--- config.mk ---
export PLATFORM = sky130hd
export DESIGN_NAME = tmr_channel_ctrl
export DESIGN_NICKNAME = d
export VERILOG_FILES = /design/src/rtl/tmr_channel_ctrl.sv
export SDC_FILE = /design/constraint.sdc
export NUM_CORES = 1
export LEC_CHECK = 0
export ABC_AREA = 0
export ABC_CLOCK_PERIOD_IN_PS = 4000
export BUFFER_PORTS_ARGS = -buffer_cell sky130_fd_sc_hd__buf_2
export CAP_MARGIN = 20
export CORE_MARGIN = 1
export CORE_UTILIZATION = 54
export CTS_CLUSTER_SIZE = 40
export DETAILED_ROUTE_END_ITERATION = 10
export HOLD_SLACK_MARGIN = 0.06
export MAX_ROUTING_LAYER = met4
export PLACE_DENSITY = 0.89
export SLEW_MARGIN = 20
export SYNTH_ARGS = -nofsm -noshare
export SYNTH_HDL_FRONTEND = slang
export SYNTH_SLANG_ARGS = --single-unit
--- constraint.sdc ---
create_clock -name clk -period 4 [get_ports clk]
set_input_delay 0.8 -clock clk [delete_from_list [all_inputs] [get_ports clk]]
set_output_delay 0.8 -clock clk [all_outputs]
set_load 0.02 [all_outputs]
--- src/rtl/tmr_channel_ctrl.sv ---
// Per-channel control for an 8-bit timer: count-source selection, TCNT advance/clear,
// compare-match and overflow events, TMO output, status flags and interrupt requests.
module tmr_channel_ctrl #(
  parameter int BIT_WIDTH = 8,
  parameter int PSC_W     = 13
) (
  input  logic                 clk,
  input  logic                 rst,
  input  logic [BIT_WIDTH-1:0] tcr,
  input  logic [3:0]           tcsr_os,
  input  logic [BIT_WIDTH-1:0] tcora,
  input  logic [BIT_WIDTH-1:0] tcorb,
  input  logic                 tcnt_wr,
  input  logic [BIT_WIDTH-1:0] tcnt_wdata,
  input  logic [2:0]           flag_clr,
  input  logic                 tmci,
  input  logic                 tmri,
  input  logic                 cascade_in,
  output logic [BIT_WIDTH-1:0] tcnt,
  output logic                 tmo,
  output logic [2:0]           flags,
  output logic [2:0]           irq,
  output logic                 ovf_pulse,
  output logic                 cma_pulse
);

  localparam logic [2:0] CKS_STOP  = 3'b000;
  localparam logic [2:0] CKS_P8    = 3'b001;
  localparam logic [2:0] CKS_P64   = 3'b010;
  localparam logic [2:0] CKS_PTOP  = 3'b011;
  localparam logic [2:0] CKS_CASC  = 3'b100;
  localparam logic [2:0] CKS_RISE  = 3'b101;
  localparam logic [2:0] CKS_FALL  = 3'b110;
  localparam logic [2:0] CKS_BOTH  = 3'b111;

  logic [PSC_W-1:0]     psc_r;
  logic                 tmci_s1_r, tmci_s2_r, tmci_prev_r;
  logic                 tmri_s1_r, tmri_s2_r, tmri_prev_r, tmri_rise_r;
  logic [BIT_WIDTH-1:0] tcnt_r, tcnt_nxt_s;
  logic                 tmo_r, tmo_nxt_s;
  logic [2:0]           flags_r;
  logic                 ovf_pulse_r, cma_pulse_r;
  logic                 tick_s, match_a_s, match_b_s, mclr_s, tmri_clr_s, ovf_s;
  logic                 tmci_rise_s, tmci_fall_s;
  logic [2:0]           cks_s;
  logic [1:0]           cclr_s, act_a_s, act_b_s, act_s;

  assign cks_s       = tcr[2:0];
  assign cclr_s      = tcr[4:3];
  assign tmci_rise_s = tmci_s2_r & ~tmci_prev_r;
  assign tmci_fall_s = ~tmci_s2_r & tmci_prev_r;

  // Prescaler plus synchronizers for the asynchronous TMCI/TMRI pins.
  always_ff @(posedge clk) begin
    if (rst) begin
      psc_r       <= {PSC_W{1'b0}};
      tmci_s1_r   <= 1'b0;
      tmci_s2_r   <= 1'b0;
      tmci_prev_r <= 1'b0;
      tmri_s1_r   <= 1'b0;
      tmri_s2_r   <= 1'b0;
      tmri_prev_r <= 1'b0;
      tmri_rise_r <= 1'b0;
    end else begin
      psc_r       <= psc_r + {{(PSC_W-1){1'b0}}, 1'b1};
      tmci_s1_r   <= tmci;
      tmci_s2_r   <= tmci_s1_r;
      tmci_prev_r <= tmci_s2_r;
      tmri_s1_r   <= tmri;
      tmri_s2_r   <= tmri_s1_r;
      tmri_prev_r <= tmri_s2_r;
      tmri_rise_r <= tmri_s2_r & ~tmri_prev_r;
    end
  end

  // Count-source selection.
  always_comb begin
    tick_s = 1'b0;
    case (cks_s)
      CKS_STOP: tick_s = 1'b0;
      CKS_P8:   tick_s = &psc_r[2:0];
      CKS_P64:  tick_s = &psc_r[5:0];
      CKS_PTOP: tick_s = &psc_r;
      CKS_CASC: tick_s = cascade_in;
      CKS_RISE: tick_s = tmci_rise_s;
      CKS_FALL: tick_s = tmci_fall_s;
      CKS_BOTH: tick_s = tmci_rise_s | tmci_fall_s;
      default:  tick_s = 1'b0;
    endcase
  end

  // A CPU write to TCNT swallows the tick, so no event can fire in that cycle.
  assign match_a_s  = tick_s & ~tcnt_wr & (tcnt_r == tcora);
  assign match_b_s  = tick_s & ~tcnt_wr & (tcnt_r == tcorb);
  assign tmri_clr_s = (cclr_s == 2'b11) & tmri_rise_r;
  assign mclr_s     = ((cclr_s == 2'b01) & match_a_s) | ((cclr_s == 2'b10) & match_b_s);
  assign ovf_s      = tick_s & ~tcnt_wr & (&tcnt_r) & ~mclr_s & ~tmri_clr_s;

  // Next counter value in priority order.
  always_comb begin
    tcnt_nxt_s = tcnt_r;
    if (tcnt_wr) begin
      tcnt_nxt_s = tcnt_wdata;
    end else if (tmri_clr_s || mclr_s) begin
      tcnt_nxt_s = {BIT_WIDTH{1'b0}};
    end else if (tick_s) begin
      tcnt_nxt_s = tcnt_r + {{(BIT_WIDTH-1){1'b0}}, 1'b1};
    end else begin
      tcnt_nxt_s = tcnt_r;
    end
  end

  // Action codes are ordered by priority, so the larger active code wins.
  assign act_a_s = match_a_s ? tcsr_os[1:0] : 2'b00;
  assign act_b_s = match_b_s ? tcsr_os[3:2] : 2'b00;
  assign act_s   = (act_a_s > act_b_s) ? act_a_s : act_b_s;

  // TMO output resolution.
  always_comb begin
    tmo_nxt_s = tmo_r;
    case (act_s)
      2'b00:   tmo_nxt_s = tmo_r;
      2'b01:   tmo_nxt_s = 1'b0;
      2'b10:   tmo_nxt_s = 1'b1;
      2'b11:   tmo_nxt_s = ~tmo_r;
      default: tmo_nxt_s = tmo_r;
    endcase
  end

  // Channel state: counter, output, flags (set beats clear) and event pulses.
  always_ff @(posedge clk) begin
    if (rst) begin
      tcnt_r      <= {BIT_WIDTH{1'b0}};
      tmo_r       <= 1'b0;
      flags_r     <= 3'b000;
      ovf_pulse_r <= 1'b0;
      cma_pulse_r <= 1'b0;
    end else begin
      tcnt_r      <= tcnt_nxt_s;
      tmo_r       <= tmo_nxt_s;
      flags_r     <= (flags_r & ~flag_clr) | {match_b_s, match_a_s, ovf_s};
      ovf_pulse_r <= ovf_s;
      cma_pulse_r <= match_a_s;
    end
  end

  assign tcnt      = tcnt_r;
  assign tmo       = tmo_r;
  assign flags     = flags_r;
  assign irq       = flags_r & tcr[7:5];
  assign ovf_pulse = ovf_pulse_r;
  assign cma_pulse = cma_pulse_r;

endmodule

==> results.tsv, run 1 <==
metric	value	unit
muxShareOfSynthArea	0.0106	
nNetsFinal	328	
via_count	1748	
synth-adder-area-share	0.0531	
ys_top_cells_by_area	dfxtp_1 36%, xnor2_1 8.8%, ha_1 5.3%	
port_buffers	61	
whs	0.378	ns
cts_setup_buffers	0	
synth_top_family_by_area	simple AND/OR/NAND/NOR gates	
synthCells	217	
clkTransAtPathRegs	0.11	ns
fin_area	2270	sq um
via_per_inst	5.43	
clockPowerShare	0.348	
syn_nets	270	
p_leak	0.927	nW
maxCapViolCount	0	
crit_type	flop to flop	
drt_iter0_drc	67	
ant_nets	0	
synth_seq_area_share	0.361	
grt_remaining_overflow	0	
cts-resized-gates	0	
dpl_worst_slack	1.01	ns
p_switching	0.194	mW
synth_ff_type	dfxtp_1	
chipWidth	61.1	um
status	completed	
intPower	0.530	mW
finalWirelength	4.16	mm
synth_compound_area_frac	0.166	
routedWlPerCell	12.9	um
seq_power_share	0.506	
synth-simple-area-share	0.240	
ys_top_cells_by_count	34 x dfxtp_1, 20 x nor2_1, 19 x xnor2_1	
synth-xor-area-share	0.121	
yosysUniqueCellTypes	49	
period_share	0.703	
fmax	0.356	GHz
placedInstanceArea	2200	sq um
synthArstFlopShare	0	
setup_viol	0	
relSlewSlack	0.416	
clock-sinks	34	
cp-start-kind	flop	
rows	21	
cp.arrival	3.06	ns
cts_tree	yes	
finalHoldViolations	0	
grt_pass1_wl	6.46	mm
finalSetupTns	0	ns
finalCriticalPeriod	2.81	ns
peakVddDrop	0.170	mV
crit_path_max_fanout	12	
netlist_area	1880	sq um
tightest_slew	0.872	ns
synth_largest_area_cell	dfxtp_1	
gp_congestion	0.842	
fp.dieArea	3730	sq um
setup_slack	1.19	ns
cts_buffers	5	
clock_path_buffers	2	
clock_latency	0.34	ns
fin_cells	322	
holdBufCountCts	0	
areaGrowthSynthToFinish	20.7	%
crit_path_end_kind	flop	
hold-path-cell-count	1	
io_pins	62	
drc_errors	0	
synth_top_cell_area_share	0.361	
p_per_area	318	nW/um^2
avgSynthCellArea	8.68	sq um
hpwl	2.95	mm
die_h	61.1	um
core-area	3340	sq um
p_comb_frac	0.146	
synth_edf_count	0	
swShare	0.268	
drive_gt1_frac	0.293	
fin_util	0.682	
drtPass1Iterations	4	
grtUsageTotal	0.245	
reg2reg_depth	12	
p_total	0.724	mW
htreeDepth	2	
start_util	0.565	
skew	0.00943	ns
drv_slew	0	
grt_pass1_vias	1482	
antenna_found_initial	0	
ys_ff_latch	34	
dp.cells	314	
num-fill-cells	282	
diodes	0	
ys_warn_count	0	
cts_root_buffer	clkbuf_4	
synth.most_common_cell	dfxtp_1	
hp-class	flop to flop	
cp.required	4.25	ns
grt_max_degree	31	
grt_setup_unrepaired	no	
## power by group through the flow
stage	Sequential, mW	Clock (mW)	Combinational [mW]
2_1_floorplan	0.374	0	0.0652
3_3_place_gp	0.374	0	0.103
3_5_place_dp	0.374	0	0.105
4_1_cts	0.366	0.258	0.106
5_1_grt	0.368	0.276	0.117
6_report	0.366	0.252	0.106
## cells in the final DEF (no fill, tap or decap), types with 3 or more instances in the layout
cell type,count
xor2_1,7
nor3_1,4
a32oi_1,4
o21ai_0,4
ha_1,8
nand4_1,8
nor2_1,20
xnor2_1,19
clkbuf_4,5
nand2_1,10
and3_1,3
nor2b_1,12
a21oi_1,14
and2_1,6
nand3_1,6
inv_1,10
nand3b_1,3
dfxtp_1,34
buf_2,61
## kinds of logic after synthesis
group	Yosys count
AND/OR/NAND/NOR	83
adder cells (fa/ha/maj)	8
multiplexers	2
buffers and inverters	21
AO/OA/AOI/OAI	43
XOR/XNOR	26
flip-flops	34
## metal layers
metal	wire [um]	track usage
met5	0	-
met4	104	0.110
met3	246	0.0441
met2	1940	0.387
met1	1870	0.305
## flip-flops by register name (all words and copies together) (netlist names)
register	flops
psc_r	13
tcnt	8
flags	3
cma_pulse	1
ovf_pulse	1
tmci_prev_r	1
tmci_s1_r	1
tmci_s2_r	1
tmo	1
tmri_prev_r	1
tmri_rise_r	1
tmri_s1_r	1
tmri_s2_r	1
## cell type report
type | instances | area (sq um) | share of cell area
repair buffers | 61 | 305 | 0.134
flip-flops and latches | 34 | 681 | 0.299
multi-input cells | 162 | 1110 | 0.489
clock buffers | 5 | 37.5 | 0.0165
well taps | 46 | 57.6 | 0.0253
clock inverters | 3 | 40.0 | 0.0176
inverters | 11 | 41.3 | 0.0182
## path summary, 6_finish.rpt
path                             startpoint     endpoint  slack, ns
worst min-delay path            tmri_prev_r  tmri_rise_r       0.38
worst max register to register     psc_r[0]          tmo       1.19
worst min register to register  tmri_prev_r  tmri_rise_r       0.38
worst max-delay path               psc_r[0]          tmo       1.19
## worst max-delay path, cell delays in order, from the launching register on
cell and delay [ns]:
dfxtp_1 0.35, ha_1 0.24, ha_1 0.19, a31o_1 0.23
a311oi_2 0.30, or2_4 0.27, nor3_2 0.07, and2_1 0.17
ha_1 0.30, a21oi_1 0.13, a21oi_1 0.07, mux2i_1 0.12
a311oi_1 0.26
No activity file was read; power rests on OpenSTA's default activity.
==> inputs of run 2 (changes only) <==
ABC_CLOCK_PERIOD_IN_PS = 2600   (was 4000)
CORE_UTILIZATION = 50   (was 54)
PLACE_DENSITY = 0.84   (was 0.89)
clock period = 2.6 ns   (was 4 ns; I/O delays follow)
==> run 2 against run 1 <==
Against the previous run:
- fmax is 11% higher
- first-iteration DRC count is 57% higher
- routed wire length is 12% higher
- sequential power is 54% higher
- clock power is 51% higher
- global-route usage is 0.51 points higher
- clock-buffer cell count is 1 higher
- total power is 58% higher
- core utilization is 3.8 points higher
- sequential share of layout area is 2.5 points lower
==> results.tsv, run 2 (synthesis gave the netlist of run 1 again) <==
metric	value	unit
drc_errors	0	
whs	0.382	ns
nNetsFinal	341	
cp.arrival	2.72	ns
areaGrowthSynthToFinish	32.5	%
reg2reg_depth	12	
grt_remaining_overflow	0	
hp-start	tmri_prev_r	
via_count	1809	
grtUsageTotal	0.250	
num-fill-cells	269	
drive_gt1_frac	0.390	
multi_input_area	1230	sq um
holdBufCountCts	0	
largest_reg_flops	13	
grt_max_degree	31	
rows	21	
r2r_end	tmo	
antenna_found_initial	0	
finalWirelength	4.65	mm
setup_viol	0	
fmax	0.395	GHz
drv_slew	0	
finalCriticalPeriod	2.53	ns
p_leak	1.01	nW
cts_buffers	5	
routedWlPerCell	14.0	um
peakVddDrop	0.401	mV
cts_root_buffer	clkbuf_8	
gp_congestion	0.881	
crit_path_end_kind	flop	
diodes	0	
status	completed	
register_area	686	sq um
final_common_cell	buf_2	
cp.required	2.79	ns
skew	0.00758	ns
crit_type	flop to flop	
hold-path-cell-count	1	
start_util	0.543	
fp.dieArea	4020	sq um
p_per_area	457	nW/um^2
clkTransAtPathRegs	0.07	ns
core-area	3470	sq um
hpwl	3.23	mm
cp-start-kind	flop	
drtPass1Iterations	4	
io_pins	62	
port_buffers	61	
clock_latency	0.29	ns
chipWidth	63.4	um
regMostFlops	psc_r	
r2r_setup_slack	0.07	ns
period_share	0.973	
grt_pass1_wl	7.48	mm
dp.cells	325	
relSlewSlack	0.629	
clock-sinks	34	
tightest_slew	0.557	ns
crit_path_max_fanout	4	
ant_nets	0	
finalHoldViolations	0	
grt_pass1_vias	1758	
htreeDepth	2	
fin_util	0.720	
maxCapViolCount	0	
hp-class	flop to flop	
die_h	63.4	um
reg2reg_from	psc_r[1]	
clock_path_buffers	2	
p_total	1.14	mW
via_per_inst	5.43	
hold-path-endpoint	tmri_rise_r	
cts_tree	yes	
final_cell_mix	61 x buf_2, 30 x dfxtp_1, 19 x xnor2_1	
drt_iter0_drc	105	
fin_cells	333	
==> run 2: cell count changes in the layout (fill, tap and decap cells not counted), moves of 4 or more <==
cell      delta
ha_4         +4
dfxtp_1      -4
dfxtp_2      +4
ha_1         -4
clkbuf_4     -5
buf_4       +13
clkbuf_8     +6
==> run 2: through the flow <==
stage	setup WS [ns]	instance area, sq um	TNS, ns
final	0.0714	2500	0
after floorplan	0.0221	1880	0
after global routing	-0.0272	2500	-0.0272
after global placement	0.0654	2280	0
after CTS	0.00876	2380	0
after detailed placement	-0.0441	2280	-0.0441
==> run 2: power breakdown <==
group / internal (mW) / total, mW / switching (mW)
clock: 0.204 / 0.381 / 0.178
combinational: 0.0984 / 0.199 / 0.100
sequential: 0.539 / 0.562 / 0.0227
==> run 2: how the worst max path moves through the flow <==
stage                  start  end  slack (ns)  cells after the start
CTS                 psc_r[1]  tmo       0.009                     12
global placement      tcr[1]  tmo        0.07                     12
floorplan           psc_r[0]  tmo        0.02                     13
detailed placement  psc_r[0]  tmo       -0.04                     12
global route        psc_r[1]  tmo       -0.03                     12
finish              psc_r[1]  tmo        0.07                     12
==> run 2: per-layer routing <==
metal	vias up	track usage	wire [um]
met5	-	-	0
met1	827	0.281	2010
met3	11	0.0688	308
li1	899	-	-
met4	0	0.116	120
met2	72	0.408	2220
==> run 2: critical path: stages, from the launching register on <==
cell      delay (ns)
dfxtp_2         0.34
ha_4            0.17
ha_4            0.15
a31o_4          0.23
a311oi_2        0.30
or2_4           0.23
nor3_4          0.06
and2_4          0.16
ha_4            0.27
a21oi_2         0.05
a21oi_2         0.11
mux2i_1         0.08
a311oi_1        0.28
==> run 2: layout make-up <==
class                   count  area share
repair buffers             74       0.161
well taps                  46      0.0230
multi-input cells         162       0.491
flip-flops and latches     34       0.275
inverters                  11      0.0165
clock buffers               6      0.0331
==> run 2: what timing repair did <==
item | CTS | global route
setup buffers | 0 | 2
setup endpoints to repair | 1 | 1
pin swaps | 1 | 12
endpoints found under the hold margin | 0 | 0
gates resized for setup | 3 | 21
